`src/rtl/spike_frame_sequencer.sv`:
```
// spike_frame_sequencer: per-frame initiator for a neuron's synaptic
// read/accumulate interface (clear, address scan, update strobe, done).
module spike_frame_sequencer #(
    parameter  int FANIN           = 256,
    parameter  int SKIP_SILENT     = 0,
    parameter  int FRAME_CNT_WIDTH = 16,
    localparam int ADDR_WIDTH      = (FANIN > 1) ? $clog2(FANIN) : 1
) (
    input  logic                       clk,
    input  logic                       rst,
    input  logic                       start,
    input  logic [FANIN-1:0]           spk_vec,
    output logic                       rst_acc,
    output logic                       rd_en,
    output logic [ADDR_WIDTH-1:0]      rd_addr,
    output logic                       inspk,
    output logic                       spk_tick,
    output logic                       busy,
    output logic                       done,
    output logic                       overrun,
    output logic [FRAME_CNT_WIDTH-1:0] frame_cnt
);

    typedef enum logic [2:0] {
        S_IDLE,
        S_CLEAR,
        S_SCAN,
        S_FIRE,
        S_DONE
    } state_t;

    localparam logic [ADDR_WIDTH-1:0] LAST_ADDR = ADDR_WIDTH'(FANIN - 1);

    state_t                       r_state;
    logic [FANIN-1:0]             r_vec;
    logic [ADDR_WIDTH-1:0]        r_addr;
    logic                         r_rst_acc;
    logic                         r_rd_en;
    logic                         r_inspk;
    logic                         r_spk_tick;
    logic                         r_busy;
    logic                         r_done;
    logic                         r_overrun;
    logic [FRAME_CNT_WIDTH-1:0]   r_frame_cnt;

    state_t                       w_state_nxt;
    logic [ADDR_WIDTH-1:0]        w_addr_nxt;
    logic                         w_first_hit;
    logic [ADDR_WIDTH-1:0]        w_first_idx;
    logic                         w_next_hit;
    logic [ADDR_WIDTH-1:0]        w_next_idx;
    logic                         w_rst_acc_nxt;
    logic                         w_rd_en_nxt;
    logic                         w_inspk_nxt;
    logic                         w_spk_tick_nxt;
    logic                         w_busy_nxt;
    logic                         w_done_nxt;

    // Priority search of the latched vector: lowest set bit overall and
    // lowest set bit strictly above the current scan address.
    always_comb begin
        w_first_hit = 1'b0;
        w_first_idx = '0;
        w_next_hit  = 1'b0;
        w_next_idx  = '0;
        for (int i = FANIN - 1; i >= 0; i--) begin
            if (r_vec[i]) begin
                w_first_hit = 1'b1;
                w_first_idx = ADDR_WIDTH'(i);
            end
            if (r_vec[i] && (i > int'(r_addr))) begin
                w_next_hit = 1'b1;
                w_next_idx = ADDR_WIDTH'(i);
            end
        end
    end

    // Next-state and next scan address.
    always_comb begin
        w_state_nxt = r_state;
        w_addr_nxt  = '0;
        unique case (r_state)
            S_IDLE: begin
                if (start) begin
                    w_state_nxt = S_CLEAR;
                end
            end
            S_CLEAR: begin
                if (SKIP_SILENT != 0) begin
                    if (w_first_hit) begin
                        w_state_nxt = S_SCAN;
                        w_addr_nxt  = w_first_idx;
                    end else begin
                        w_state_nxt = S_FIRE;
                    end
                end else begin
                    w_state_nxt = S_SCAN;
                end
            end
            S_SCAN: begin
                if (SKIP_SILENT != 0) begin
                    if (w_next_hit) begin
                        w_addr_nxt = w_next_idx;
                    end else begin
                        w_state_nxt = S_FIRE;
                    end
                end else if (r_addr == LAST_ADDR) begin
                    w_state_nxt = S_FIRE;
                end else begin
                    w_addr_nxt = r_addr + ADDR_WIDTH'(1);
                end
            end
            S_FIRE:  w_state_nxt = S_DONE;
            S_DONE:  w_state_nxt = S_IDLE;
            default: w_state_nxt = S_IDLE;
        endcase
    end

    // Output values for the coming state, registered below.
    always_comb begin
        w_rst_acc_nxt  = 1'b0;
        w_rd_en_nxt    = 1'b0;
        w_inspk_nxt    = 1'b0;
        w_spk_tick_nxt = 1'b0;
        w_busy_nxt     = 1'b0;
        w_done_nxt     = 1'b0;
        unique case (w_state_nxt)
            S_CLEAR: begin
                w_rst_acc_nxt = 1'b1;
                w_busy_nxt    = 1'b1;
            end
            S_SCAN: begin
                w_rd_en_nxt = 1'b1;
                w_inspk_nxt = r_vec[w_addr_nxt];
                w_busy_nxt  = 1'b1;
            end
            S_FIRE: begin
                w_spk_tick_nxt = 1'b1;
                w_busy_nxt     = 1'b1;
            end
            S_DONE:  w_done_nxt = 1'b1;
            default: ;
        endcase
    end

    // State, latched vector, registered outputs, counters and sticky flag.
    always_ff @(posedge clk) begin
        if (rst) begin
            r_state     <= S_IDLE;
            r_vec       <= '0;
            r_addr      <= '0;
            r_rst_acc   <= 1'b0;
            r_rd_en     <= 1'b0;
            r_inspk     <= 1'b0;
            r_spk_tick  <= 1'b0;
            r_busy      <= 1'b0;
            r_done      <= 1'b0;
            r_overrun   <= 1'b0;
            r_frame_cnt <= '0;
        end else begin
            r_state    <= w_state_nxt;
            r_addr     <= w_addr_nxt;
            r_rst_acc  <= w_rst_acc_nxt;
            r_rd_en    <= w_rd_en_nxt;
            r_inspk    <= w_inspk_nxt;
            r_spk_tick <= w_spk_tick_nxt;
            r_busy     <= w_busy_nxt;
            r_done     <= w_done_nxt;
            if (r_state == S_IDLE && start) begin
                r_vec <= spk_vec;
            end
            if (r_state != S_IDLE && start) begin
                r_overrun <= 1'b1;
            end
            if (w_state_nxt == S_DONE) begin
                r_frame_cnt <= r_frame_cnt + FRAME_CNT_WIDTH'(1);
            end
        end
    end

    assign rst_acc   = r_rst_acc;
    assign rd_en     = r_rd_en;
    assign rd_addr   = r_addr;
    assign inspk     = r_inspk;
    assign spk_tick  = r_spk_tick;
    assign busy      = r_busy;
    assign done      = r_done;
    assign overrun   = r_overrun;
    assign frame_cnt = r_frame_cnt;

endmodule

```
`config.mk`:
```
export PLATFORM = sky130hd
export DESIGN_NAME = spike_frame_sequencer
export DESIGN_NICKNAME = d
export VERILOG_FILES = /design/src/rtl/spike_frame_sequencer.sv
export SDC_FILE = /design/constraint.sdc
export NUM_CORES = 1
export LEC_CHECK = 0
export BUFFER_PORTS_ARGS = -buffer_cell sky130_fd_sc_hd__buf_2
export CAP_MARGIN = 25
export CORE_ASPECT_RATIO = 1.1
export CORE_MARGIN = 2
export CORE_UTILIZATION = 54
export CTS_BUF_LIST = sky130_fd_sc_hd__clkbuf_16
export DETAILED_ROUTE_END_ITERATION = 8
export PLACE_DENSITY = 0.87
export SYNTH_ARGS = -nofsm -noshare
export SYNTH_HDL_FRONTEND = slang
export SYNTH_SLANG_ARGS = --single-unit
```
`constraint.sdc`:
```
create_clock -name clk -period 3.5 [get_ports clk]
set_clock_uncertainty 0.1 [all_clocks]
set_input_delay 0.7 -clock clk [delete_from_list [all_inputs] [get_ports clk]]
set_output_delay 0.7 -clock clk [all_outputs]
set_load 0.005 [all_outputs]
```
; ---- Word level (Yosys, flattened, before mapping)
; Cells that the tools add are included.
[word_totals]
reg_bits = 290
latch_bits = 0
ram_bits = 0
rom_bits = 0
input_bits = 259
output_inout_bits = 31
elab_cells = 41
mem_count = 0
[classes]
n_addsub = 2
n_mul = 0
div_mod_pow = 0
n_lt_le_gt_ge = 1
n_eq_ne = 8
shift = 0
n_mux = 12
n_bitwise = 1
n_reduce_logical = 6
[op_table]
columns = operator, n
row1 = 16-bit by 1-bit adder with 16-bit output (second input constant), 1
row2 = 8-bit 2-to-1 mux, 2
row3 = 3-bit by 2-bit == test with 1-bit output (second input constant), 4
row4 = 3-bit one-hot mux with 4 select lines, 1
row5 = 8-bit by 9-bit < comparator with 1-bit output (second input constant), 1
row6 = 8-bit by 1-bit adder with 8-bit output (second input constant), 1
row7 = 1-bit binary-select mux with 8-bit select, 1
row8 = 8-bit == test (second input constant), 1
row9 = 3-bit by 1-bit == test with 1-bit output (second input constant), 2
row10 = 1-bit 2-to-1 mux, 6
row11 = 3-bit 2-to-1 mux, 2
row12 = 3-bit == test (second input constant), 1
row13 = 3-bit logical NOT, 1
row14 = 3-bit nonzero test, 1
row15 = 3-bit OR reduction, 1
row16 = 1-bit logical AND, 2
row17 = 2-bit OR reduction, 1
row18 = 1-bit NOT, 1

; ---- Longest topological paths before layout
[depth]
word_depth = 6
ltp_mapped = 13
ltp_nobuf = 9

; ---- Least setup slack after synthesis
; Ideal clock, no wire load.
[synth_path]
path_kind = reg-to-reg
start = register r_addr[1] (netlist: rd_addr[1])
end = register r_inspk (netlist: inspk)
setup_time_ps = 133
arrival_time_ps = 2352
required_ps = 3267
path_slack_ps = 915
stages_incl_launch_ff = 13
path_buffers = 3
period_less_slack_ps = 2585
path_cell_list = dfxtp_1 -> ha_1 -> buf_2 -> nand2b_1 -> o211a_1 -> buf_4 -> buf_6 -> o221ai_1 -> o22ai_1 -> nor3_1 -> nor4_1 -> a2111oi_0 -> nor4_1
[synth_between]
elab_chain_cells = 6
word_cells_on_any_way = 11
cone_classes = add/sub: 1 / eq/ne: 2 / mux: 6 / bitwise: 1 / reduce/logical: 1
[synth_lines]
columns = item, line
row1 = "start, declared", 36  ; logic [ADDR_WIDTH-1:0] r_addr;
row2 = "start signal, assigned", 162  ; r_addr <= w_addr_nxt;
row3 = branches (longest 6 deep; another with 8-bit by 1-bit adder with 8-bit output), --
row4 = "end signal, assigned", 165  ; r_inspk <= w_inspk_nxt;
row5 = "end, declared", 39  ; logic r_inspk;
; Several ways; the timed one is not identified. The select of a mux whose other input is x is not followed.
; A chain may end at the register's enable or synchronous reset.

; ---- Final worst setup path
; Ends and elaborated chain as after synthesis.

==> results.md <==
* Hpwl dp at around 26 mm
* Global route overflow at 0
* Routed length per instance at 16.99 microns
* Max-Cap Viols at 0
* Final setup TNS at 0 ns
* Ys async rst share at 0
* Number of synthesized register bits at just under 300
* Most common cell in the synthesized netlist: nand2_1
* Num ports at 290
* Worst-path clk slew at about 0.060 ns
* Initial Utilization at 0.5463
* Synth Instances at 1623
* TritonCTS buffer count at 28
* Top area cells in the synthesized netlist: dfxtp_1 (47%), nand2_1 (16%), a21oi_1 (11%), mux2_2 (3.4%), clkbuf_1 (2.7%)
* Switch share at 0.2691
* RD Place Congestion at a little over 0.9
* CTS root buffer: clkbuf_16
* Final Hold Viols at 0
* H-tree levels at 1
* Die span in y at approximately 160 microns
* Final Util at 0.6583
* Startpoint types: flop
* CTS tree: done
* Filler Cells Inserted at ~1900
* Sw Pwr at 2.067 mW
* Internal power at roughly 5.6 mW
* Maximum clock frequency at approximately 310 MHz
* Area Growth Syn to Fin at 20.49%
* Routed WL at 36.94 mm
* GRT Total Usage at 0.2948
* Hold crit path type: in2reg
* Leak at 6.188 nW
* CP Data Arrival Time at between 3 and 4 ns
* Worst R2R Path Depth at 10
* Core box area at between 20000 and 25000 sq um
* Drt drc at 0
* Peak VDD IR at 0.3470 mV
* Status: completed
* Synth Cell Area at 12450 sq um
* CP Capture Type: flop
* DRT iter0 DRCs at roughly 900
* FP Rows at 58
* Via count at ~12000
* Synth cell types at 60
* Vias in the first global route at roughly 12000
* Warnings from Yosys at 0
* Post-route antenna net violation count at 0
* Measured slew at the worst slew-check pin at a little over 0.9 ns
* Antenna Cells at 0
* RSZ-0062 raised after global routing: false
* Routed vias/inst at approximately 5.7
* Post-CTS resize count at 0
* Seq/Total Area, Yosys at 0.4663
* Die area at about 24000 sq um
* Post-synth top area share at 0.4663
* Primary FF master, synth: dfxtp_1
* Slew Viols, Final at 0
* Area leader, netlist: dfxtp_1
* Largest net degree at the start of global routing at about 140
* Mapped Nets at roughly 1900
* Number of synthesized flops with an enable pin at 0
* Crit path time final at 3.221 ns
* Worst slew margin at 0.3928
* First-pass GRT wire length at between 50 and 60 mm
* Port Buf Inserts at 289
* Kind of critical path: reg2reg
* Antenna violations before repair at 0
* Clk_lat worst skew at between 0.5 and 0.6 ns
* Pre-antenna DRT Iters at 8
* Final Setup Violations at 0
* Synth Area per Inst at approximately 7.7 sq um
* P per Cell Area at between 500 and 600 nW/um^2
* CTS Hold Bufs at 0
* Comb pwr share at 0.144
* Clock sink count at slightly below 300
* Reg power frac at 0.478
* Crit Path Max Fanout at 27
* Layout Nets at approximately 2100
* CP required at 3.83 ns
* Most instantiated cells after synthesis: nand2_1 (542), dfxtp_1 (290), a21oi_1 (285), clkbuf_1 (90), nor2_1 (59)
* Hold path depth at 3
* Max Root-Sink Buffers at 3
* Layout cell share with drive strength beyond 1 at 0.2241
* Tcrit/Tclk final at 0.9203
* Die Wd at between 100 and 150 microns
* Clk network pwr share at 0.377
[power groups by stage]
stage          Combinational (mW)  Sequential [mW]  Clock (mW)
6_report                     1.11             3.67        2.90
5_1_grt                      1.23             3.69        3.07
3_5_place_dp                 1.09             3.74           0
4_1_cts                      1.10             3.67        2.93
3_3_place_gp                 1.07             3.73           0
2_1_floorplan               0.727             3.69           0
[metal layers]
layer | share of wire | global-route usage | up-vias | wire length (microns)
met5 | 0 | 0 | - | 0
met4 | 0.040 | 0.1229 | 0 | 1473
met3 | 0.066 | 0.03659 | 107 | 2446
met2 | 0.48 | 0.5072 | 517 | 17860
met1 | 0.41 | 0.3750 | 5704 | 15160
li1 | - | - | 5969 | -
[per-stage QoR]
| step | worst slack, ns | instance area, sq um | total power [mW] | cells | hold WS (ns) |
|---|---|---|---|---|---|
| detailed placement | 0.2655 | 14090 | 4.830 | 2121 | 0.3445 |
| global placement | 0.3925 | 14090 | 4.801 | 2121 | 0.3392 |
| finish | 0.2790 | 15000 | 7.680 | 2174 | 0.2910 |
| floorplan | 0.9151 | 12450 | 4.414 | 1623 | 0.3318 |
| global route | 0.04902 | 15000 | 7.981 | 2174 | 0.2939 |
| CTS | 0.2437 | 14970 | 7.693 | 2171 | 0.2851 |
[placed cells by master, fill, tap and decap left out, types with 3 or more instances in the layout]
cell type,count
a211oi_1,15
a21oi_1,285
a221oi_1,3
and3_1,10
buf_12,7
buf_2,288
buf_4,31
clkbuf_16,29
clkinv_1,10
clkinv_2,5
dfxtp_1,289
inv_1,14
mux2_2,38
mux2i_1,19
nand2_1,542
nand3_1,16
nor2_1,59
nor2b_1,11
nor3_1,25
nor4_1,7
o21ai_0,26
o21ai_1,13
o221ai_1,16
o22ai_1,39
o32ai_1,4
or3_1,4
xnor2_1,6
xor2_1,13
[cell families (layout without fill, tap and decap cells)]
logic type / Yosys count / after routing / synth area share
fa+ha+maj: 2 / 2 / 0.002010
simple gates: 691 / 691 / 0.2261
compound gates: 424 / 424 / 0.1921
buf+inv: 139 / 390 / 0.04864
mux: 58 / 58 / 0.05146
flops: 290 / 290 / 0.4663
xor+xnor: 19 / 19 / 0.01337
[path summary, 6_finish.rpt]
kind | from | endpoint | slack [ns]
setup reg to reg | rd_addr[1] | inspk | 0.28
hold / removal | spk_vec[33] | r_vec[33] | 0.29
setup / recovery | rd_addr[1] | inspk | 0.28
hold reg to reg | r_vec[158] | r_vec[158] | 0.35
[sequential cells by signal (all words and copies together) (netlist names)]
signal	cells
r_vec	256
frame_cnt	16
rd_addr	8
r_state	3
busy	1
done	1
inspk	1
overrun	1
rd_en	1
rst_acc	1
spk_tick	1
[critical path, stage by stage (launching register included)]
cell      delay [ns]
dfxtp_1         0.47
ha_1            0.29
nand4_2         0.26
o211ai_4        0.37
buf_4           0.36
o22ai_1         0.17
nor3_2          0.15
a211oi_1        0.07
nor4_1          0.37
o21ai_0         0.15
nor4_1          0.34
[cell type report]
cell class / count / area [sq um] / share of cell area
repair buffers: 327 / 1829 / 0.1219
clock buffers: 29 / 725.7 / 0.04838
inverters: 13 / 48.80 / 0.003253
well taps: 300 / 375.4 / 0.02502
multi-input cells: 1194 / 6063 / 0.4042
flip-flops and latches: 290 / 5809 / 0.3873
clock inverters: 21 / 148.9 / 0.009926
[timing repair]
action                                  4_1_cts  5_1_grt
endpoints found under the hold margin         0        0
setup buffers                                 0        3
endpoints found under the setup margin        0        1
Power figures use the tool's default switching activity.
